`config.mk`:
```
export PLATFORM = sky130hd
export DESIGN_NAME = led_pattern_gen_flat
export DESIGN_NICKNAME = d
export VERILOG_FILES = /design/src/rtl/led_pattern_gen_if.sv /design/src/rtl/led_pattern_gen.sv /design/src/flat_wrapper.sv
export SDC_FILE = /design/constraint.sdc
export NUM_CORES = 1
export LEC_CHECK = 0
export ABC_AREA = 1
export CAP_MARGIN = 20
export CORE_MARGIN = 4
export CORE_UTILIZATION = 45
export CTS_BUF_LIST = sky130_fd_sc_hd__clkbuf_8
export CTS_CLUSTER_DIAMETER = 200
export DETAILED_ROUTE_END_ITERATION = 7
export GPL_ROUTABILITY_DRIVEN = 1
export GPL_TIMING_DRIVEN = 0
export HOLD_SLACK_MARGIN = 0.05
export PLACE_DENSITY = 0.69
export SLEW_MARGIN = 40
export SYNTH_ARGS = -nofsm -noshare
export SYNTH_HDL_FRONTEND = slang
export SYNTH_SLANG_ARGS = --single-unit
export TNS_END_PERCENT = 50
```
`constraint.sdc`:
```
create_clock -name clk -period 8.9 [get_ports clk]
set_clock_uncertainty 0.2 [all_clocks]
set_input_delay 1.78 -clock clk [delete_from_list [all_inputs] [get_ports clk]]
set_output_delay 1.78 -clock clk [all_outputs]
set_load 0.05 [all_outputs]
```
`src/rtl/led_pattern_gen_if.sv`:
```
// Pixel stream bundle: valid/ready beat carrying packed {R,G,B} and a frame sync.
// master drives valid/sync/rgb and samples ready; slave is the downstream sink.
interface led_pattern_gen_if #(
  parameter int COLOR_DEPTH = 4
);
  logic                     pix_valid;
  logic                     pix_ready;
  logic                     pix_sync;
  logic [3*COLOR_DEPTH-1:0] pix_rgb;

  modport master (
    output pix_valid,
    output pix_sync,
    output pix_rgb,
    input  pix_ready
  );

  modport slave (
    input  pix_valid,
    input  pix_sync,
    input  pix_rgb,
    output pix_ready
  );
endinterface

```
`src/rtl/led_pattern_gen.sv`:
```
// Test-pattern frame source: row-major RGB pixels on pix (master), sync on (0,0).
// Ports: clk, rst_n, i_start/i_abort/i_continuous/i_mode/i_solid_rgb, o_frame_done/o_frame_cnt/o_busy.
module led_pattern_gen #(
  parameter int PANEL_ROWS  = 64,
  parameter int PANEL_COLS  = 64,
  parameter int COLOR_DEPTH = 4,
  parameter int CHECK_LOG2  = 3,
  parameter int FRAME_GAP   = 0
) (
  input  logic                     clk,
  input  logic                     rst_n,
  input  logic                     i_start,
  input  logic                     i_abort,
  input  logic                     i_continuous,
  input  logic [2:0]               i_mode,
  input  logic [3*COLOR_DEPTH-1:0] i_solid_rgb,
  led_pattern_gen_if.master        pix,
  output logic                     o_frame_done,
  output logic [15:0]              o_frame_cnt,
  output logic                     o_busy
);
  localparam int CD = COLOR_DEPTH;
  localparam int PW = 3 * CD;
  localparam int RW = $clog2(PANEL_ROWS);
  localparam int CW = $clog2(PANEL_COLS);
  localparam int IW = RW + CW;
  localparam int GW = (FRAME_GAP > 1) ? $clog2(FRAME_GAP) : 1;

  localparam logic [RW-1:0] ROW_LAST = RW'(PANEL_ROWS - 1);
  localparam logic [CW-1:0] COL_LAST = CW'(PANEL_COLS - 1);
  localparam logic [GW-1:0] GAP_LAST =
    GW'((FRAME_GAP > 0) ? FRAME_GAP - 1 : 0);
  localparam logic [PW-1:0] ONES = {PW{1'b1}};

  typedef enum logic [1:0] {
    S_IDLE,
    S_RUN,
    S_GAP
  } state_t;

  state_t        r_state;
  state_t        w_nxt_state;
  logic [RW-1:0] r_row;
  logic [RW-1:0] w_nxt_row;
  logic [CW-1:0] r_col;
  logic [CW-1:0] w_nxt_col;
  logic [2:0]    r_mode;
  logic [2:0]    w_nxt_mode;
  logic [15:0]   r_fcnt;
  logic [15:0]   w_nxt_fcnt;
  logic [GW-1:0] r_gap;
  logic [GW-1:0] w_nxt_gap;
  logic          r_valid;
  logic          r_sync;
  logic          r_done;
  logic          r_busy;
  logic [PW-1:0] r_rgb;
  logic [PW-1:0] w_rgb;

  logic          w_xfer;
  logic          w_last;
  logic          w_done;
  logic          w_run;
  logic          w_fstart;
  logic          w_hold;
  logic [2:0]    w_bar;
  logic          w_chk;
  logic          w_edge;
  logic          w_hit;

  assign w_xfer = r_valid & pix.pix_ready;
  assign w_last = w_xfer && (r_row == ROW_LAST) && (r_col == COL_LAST);
  assign w_done = w_last & ~i_abort;

  // state register
  always_ff @(posedge clk or negedge rst_n) begin
    if (!rst_n) r_state <= S_IDLE;
    else        r_state <= w_nxt_state;
  end

  // next-state logic; abort beats every other transition
  always_comb begin
    w_nxt_state = r_state;
    if (i_abort) begin
      w_nxt_state = S_IDLE;
    end else begin
      unique case (r_state)
        S_IDLE: if (i_start) w_nxt_state = S_RUN;
        S_RUN: begin
          if (w_last) begin
            if (!i_continuous)      w_nxt_state = S_IDLE;
            else if (FRAME_GAP > 0) w_nxt_state = S_GAP;
            else                    w_nxt_state = S_RUN;
          end
        end
        S_GAP: if (r_gap == GAP_LAST) w_nxt_state = S_RUN;
        default: w_nxt_state = S_IDLE;
      endcase
    end
  end

  // next pixel position, frame bookkeeping and pattern
  always_comb begin
    w_run      = (w_nxt_state == S_RUN);
    w_fstart   = w_run && ((r_state != S_RUN) || w_last);
    w_nxt_mode = w_fstart ? i_mode : r_mode;
    w_hold     = r_valid && !pix.pix_ready && w_run;
    w_nxt_row  = r_row;
    w_nxt_col  = r_col;
    if (i_abort || w_last) begin
      w_nxt_row = '0;
      w_nxt_col = '0;
    end else if (w_xfer) begin
      w_nxt_col = r_col + 1'b1;
      if (r_col == COL_LAST) w_nxt_row = r_row + 1'b1;
    end
    w_nxt_fcnt = r_fcnt + {15'd0, w_done};
    w_nxt_gap  = '0;
    if ((r_state == S_GAP) && (w_nxt_state == S_GAP))
      w_nxt_gap = r_gap + 1'b1;
  end

  // pattern is computed for the pixel presented next cycle,
  // so a new frame's pixel (0,0) sees the already-bumped frame count
  assign w_bar  = w_nxt_col[CW-1 -: 3];
  assign w_chk  = w_nxt_row[CHECK_LOG2] ^ w_nxt_col[CHECK_LOG2];
  assign w_edge = (w_nxt_row == '0) || (w_nxt_row == ROW_LAST) ||
                  (w_nxt_col == '0) || (w_nxt_col == COL_LAST);
  assign w_hit  = ({w_nxt_row, w_nxt_col} == IW'(w_nxt_fcnt));

  always_comb begin
    w_rgb = '0;
    unique case (1'b1)
      (w_nxt_mode == 3'd0): w_rgb = i_solid_rgb;
      (w_nxt_mode == 3'd1): w_rgb = {w_nxt_row[RW-1 -: CD],
                                     w_nxt_col[CW-1 -: CD],
                                     w_nxt_fcnt[CD-1:0]};
      (w_nxt_mode == 3'd2): w_rgb = w_chk ? ONES : '0;
      (w_nxt_mode == 3'd3): w_rgb = {{CD{w_bar[2]}},
                                     {CD{w_bar[1]}},
                                     {CD{w_bar[0]}}};
      (w_nxt_mode == 3'd4): w_rgb = w_edge ? ONES : '0;
      (w_nxt_mode == 3'd5): w_rgb = w_hit ? ONES : '0;
      default:              w_rgb = '0;
    endcase
  end

  // registered datapath and outputs
  always_ff @(posedge clk or negedge rst_n) begin
    if (!rst_n) begin
      r_row   <= '0;
      r_col   <= '0;
      r_mode  <= '0;
      r_fcnt  <= '0;
      r_gap   <= '0;
      r_valid <= 1'b0;
      r_sync  <= 1'b0;
      r_rgb   <= '0;
      r_done  <= 1'b0;
      r_busy  <= 1'b0;
    end else begin
      r_row   <= w_nxt_row;
      r_col   <= w_nxt_col;
      r_mode  <= w_nxt_mode;
      r_fcnt  <= w_nxt_fcnt;
      r_gap   <= w_nxt_gap;
      r_valid <= w_run;
      r_done  <= w_done;
      r_busy  <= (w_nxt_state != S_IDLE);
      // a stalled beat keeps its payload even if solid_rgb moves
      if (!w_hold) begin
        r_sync <= w_run && (w_nxt_row == '0) && (w_nxt_col == '0);
        r_rgb  <= w_run ? w_rgb : '0;
      end
    end
  end

  assign pix.pix_valid = r_valid;
  assign pix.pix_sync  = r_sync;
  assign pix.pix_rgb   = r_rgb;
  assign o_frame_done  = r_done;
  assign o_frame_cnt   = r_fcnt;
  assign o_busy        = r_busy;
endmodule

```
`src/flat_wrapper.sv`:
```
// flat-port wrapper written by rule: the top's interface ports become plain ports
module led_pattern_gen_flat 
#(
  parameter int PANEL_ROWS  = 64,
  parameter int PANEL_COLS  = 64,
  parameter int COLOR_DEPTH = 4,
  parameter int CHECK_LOG2  = 3,
  parameter int FRAME_GAP   = 0
)
  (clk, rst_n, i_start, i_abort, i_continuous, i_mode, i_solid_rgb, o_frame_done, o_frame_cnt, o_busy, pix_pix_valid, pix_pix_sync, pix_pix_rgb, pix_pix_ready);
  led_pattern_gen_if #(.COLOR_DEPTH(COLOR_DEPTH)) pix_i ();
  input  logic clk;
  input  logic rst_n;
  input  logic i_start;
  input  logic i_abort;
  input  logic i_continuous;
  input  logic [2:0] i_mode;
  input  logic [3*COLOR_DEPTH-1:0] i_solid_rgb;
  output logic o_frame_done;
  output logic [15:0] o_frame_cnt;
  output logic o_busy;
  output wire logic [$bits(pix_i.pix_valid)-1:0] pix_pix_valid;
  output wire logic [$bits(pix_i.pix_sync)-1:0] pix_pix_sync;
  output wire logic [$bits(pix_i.pix_rgb)-1:0] pix_pix_rgb;
  input wire logic [$bits(pix_i.pix_ready)-1:0] pix_pix_ready;
  assign pix_pix_valid = pix_i.pix_valid;
  assign pix_pix_sync = pix_i.pix_sync;
  assign pix_pix_rgb = pix_i.pix_rgb;
  assign pix_i.pix_ready = pix_pix_ready;
  led_pattern_gen #(.PANEL_ROWS(PANEL_ROWS), .PANEL_COLS(PANEL_COLS), .COLOR_DEPTH(COLOR_DEPTH), .CHECK_LOG2(CHECK_LOG2), .FRAME_GAP(FRAME_GAP)) u_core (.clk(clk), .rst_n(rst_n), .i_start(i_start), .i_abort(i_abort), .i_continuous(i_continuous), .i_mode(i_mode), .i_solid_rgb(i_solid_rgb), .pix(pix_i), .o_frame_done(o_frame_done), .o_frame_cnt(o_frame_cnt), .o_busy(o_busy));
endmodule
```
==> run summary <==
Status - complete, no violations
Cell leakage power - 0.00205 uW
Period utilization - 0.585
Worst rel slew slack - 0.633
Cts repair resizes - 0
Max-Cap Viols - 0
Overflow after GRT - 0
GRT Util Overall - 0.188
Die height - 92.2 um
Clock Sinks - 50
Top cells by area, synth - dfrtp_1, nand2_1, nor2_1
Layout cell share with drive strength beyond 1 - 0.0843
FMAX - 0.192 GHz
Std-Cell Rows - 30
Worst min-delay path class - reg2reg
Unrepaired setup endpoints after global routing - false
Number of I/O pins - 53
Initial core utilization - 0.467
Die Span X - 92.2 um
Fin nets - 547
Port Buf Inserts - 52
Clk_lat worst skew - 0.31 ns
Avg Inst Size Synth - 6.92 um2
Initial antenna violation count - 0
Via count - 3002
Via-per-instance ratio - 4.86
Die area - 8500 um2
Library cells used by synthesis - 34
Post-CTS Setup Inserts - 0
Mapped Area - 3190 um2
Yosys top cell area share - 0.392
Setup TNS - 0 ns
Core region area - 6830 um2
Area leader, netlist - dfrtp_1
Number of global-route vias before repair - 2845
Hold WS - 0.268 ns
Crit Path Class - in2reg
First-pass GRT wire length - 12900 um
Syn Inst Count - 461
Endpoints failing hold - 0
Final WL - 7440 um
CTS tree - yes
Routed WL per cell - 12.0 um
Max-slew violations - 0
Hold Buf Count CTS - 0
Fill cells - 688
Yosys warns - 0
Area Growth Syn to Fin - 23.6%
Post-DP HPWL - 5990 um
CTS Root Cell - clkbuf_8
DR iter-0 viols - 147
PD cells - 134 nW/um2
Synth Register Bits - 50
Final ANT Viol Nets - 0
CP endpoint kind - register
Synth Net Count - 487
CP required - 8.95 ns
Crit path launch type - input pin
Clock-pin slew on the worst setup and hold paths - 0.10 ns
Pre-antenna DRT Iters - 5
Final GP Congestion - 0.881
Largest net degree at the start of global routing - 28
H-tree depth - 2
Register area share after synthesis - 0.392
Peak supply drop - 0.0834 mV
Peak fanout along the critical path - 10
CTS Buffer Depth - 2
Final setup violation count - 0
Slew @ Worst Pin - 0.546 ns
Minimum clock period - 5.20 ns
N_diodes - 0
Cts bufs inserted - 5
CP arrival - 5.25 ns
DRC viols - 0
-- metrics by stage --
step	area [um2]	setup slack [ns]	power, uW	instances	util
floorplan	3190	4.61	347	461	-
global placement	3830	3.41	389	609	0.561
CTS	3950	3.71	536	618	0.577
finish	3950	3.70	530	618	0.577
detailed placement	3850	3.39	392	610	0.564
global route	3950	3.42	561	618	0.577
-- state kept, by name, indices dropped and copies added, names as in the netlist --
signal                cells
u_core.o_busy             1
u_core.o_frame_cnt       16
u_core.o_frame_done       1
u_core.pix.pix_rgb       12
u_core.pix.pix_sync       1
u_core.pix.pix_valid      1
u_core.r_col              6
u_core.r_gap              1
u_core.r_mode             3
u_core.r_row              6
u_core.r_state            2
-- cells by family (layout without fill, tap and decap cells) --
logic type                 count (synthesis)  count (layout)  share of synthesized area
and+or+nand+nor                          306             306                      0.435
buffers and inverters                     78             139                      0.104
DFF                                       50              50                      0.392
AOI/OAI and AO/OA                         15              15                     0.0318
xor gates and xnor gates                   6               6                     0.0165
adders and majority gates                  5               5                     0.0196
other                                      1               1                    0.00117
-- cells in the mapped netlist (all sizes together) --
library cell	count
nand2	154
nor2	85
inv	69
dfrtp	50
nand3	31
nand4	27
buf	7
o21ai	7
ha	5
nor3	4
o21bai	4
xor2	4
nand3b	3
xnor2	2
a21o	1
a21oi	1
clkbuf	1
clkinv	1
conb	1
nor3b	1
o211ai	1
o41ai	1
or2	1
-- path summary, 6_finish.rpt --
path                                             start                                 to  slack [ns]  cells after the start
setup / recovery                         pix_pix_ready  u_core.pix.pix_rgb[7]$_DFFE_PN0N_        3.70                     22
hold / removal             u_core.r_state[0]$_DFF_PN0_        u_core.r_state[1]$_DFF_PN0_        0.27                      1
setup reg to reg             u_core.r_row[0]$_DFF_PN0_  u_core.pix.pix_rgb[7]$_DFFE_PN0N_        5.10                     22
hold reg to reg            u_core.r_state[0]$_DFF_PN0_        u_core.r_state[1]$_DFF_PN0_        0.27                      1
max in group asynchronous                        rst_n  u_core.pix.pix_rgb[2]$_DFFE_PN0N_        6.89                      2
min in group asynchronous                        rst_n    u_core.o_frame_cnt[8]$_DFF_PN0_        1.16                      1
-- power breakdown --
part	leakage (uW)	internal [uW]	total (uW)	switching [uW]
Combinational	0.00134	51.5	141	89.2
Clock	0.0000472	62.7	143	80.8
Sequential	0.000660	239	246	6.39
Total	0.00205	354	530	176
-- layer usage --
metal	global-route usage	vias up	wire, um
met4	0.0520	0	93
met1	0.256	1370	3450
met5	0	-	0
li1	-	1561	-
met3	0.0279	8	323
met2	0.311	63	3570
-- critical path: stages --
cell             delay, ns
clkdlybuf4s50_1       0.55
nand2_2               0.14
nor2_2                0.12
nand3_2               0.19
nor2_1                0.27
ha_1                  0.22
ha_1                  0.18
nand2_1               0.09
nor2_1                0.36
inv_1                 0.13
o21ai_0               0.17
nand2_1               0.10
nand2_1               0.07
nand2_1               0.05
nor2_1                0.16
nand2_1               0.11
nor2_2                0.09
nand3_2               0.10
buf_6                 0.16
nand4_1               0.08
nand2_1               0.06
nand2_1               0.06
-- cell usage in the layout (no fill, tap or decap), types with 2 or more instances in the layout --
cell and count:
nor2_1 79, nor2_2 4, o21ai_0 5, nand3_4 2, nand3b_1 3, ha_1 5, o21ai_2 2, inv_1 68
nor2_4 2, nand3_2 4, o21bai_1 4, nor3_1 3, clkbuf_8 6, nand4_1 27, nand2_2 9, buf_4 3
clkdlybuf4s50_1 51, xor2_1 4, nand2_1 144, xnor2_1 2, dfrtp_1 50, nand3_1 25, buf_6 4
-- final cells by class --
cell class              count  area [um2]  share of cell area
plain buffers               8        68.8              0.0174
flip-flops and latches     50        1250               0.317
repair buffers             53         538               0.136
clock buffers               6        82.6              0.0209
clock inverters             2        12.5             0.00317
well taps                  96         120              0.0304
inverters                  70         263              0.0666
multi-input cells         333        1610               0.408
(Power assumes the default switching activity.)
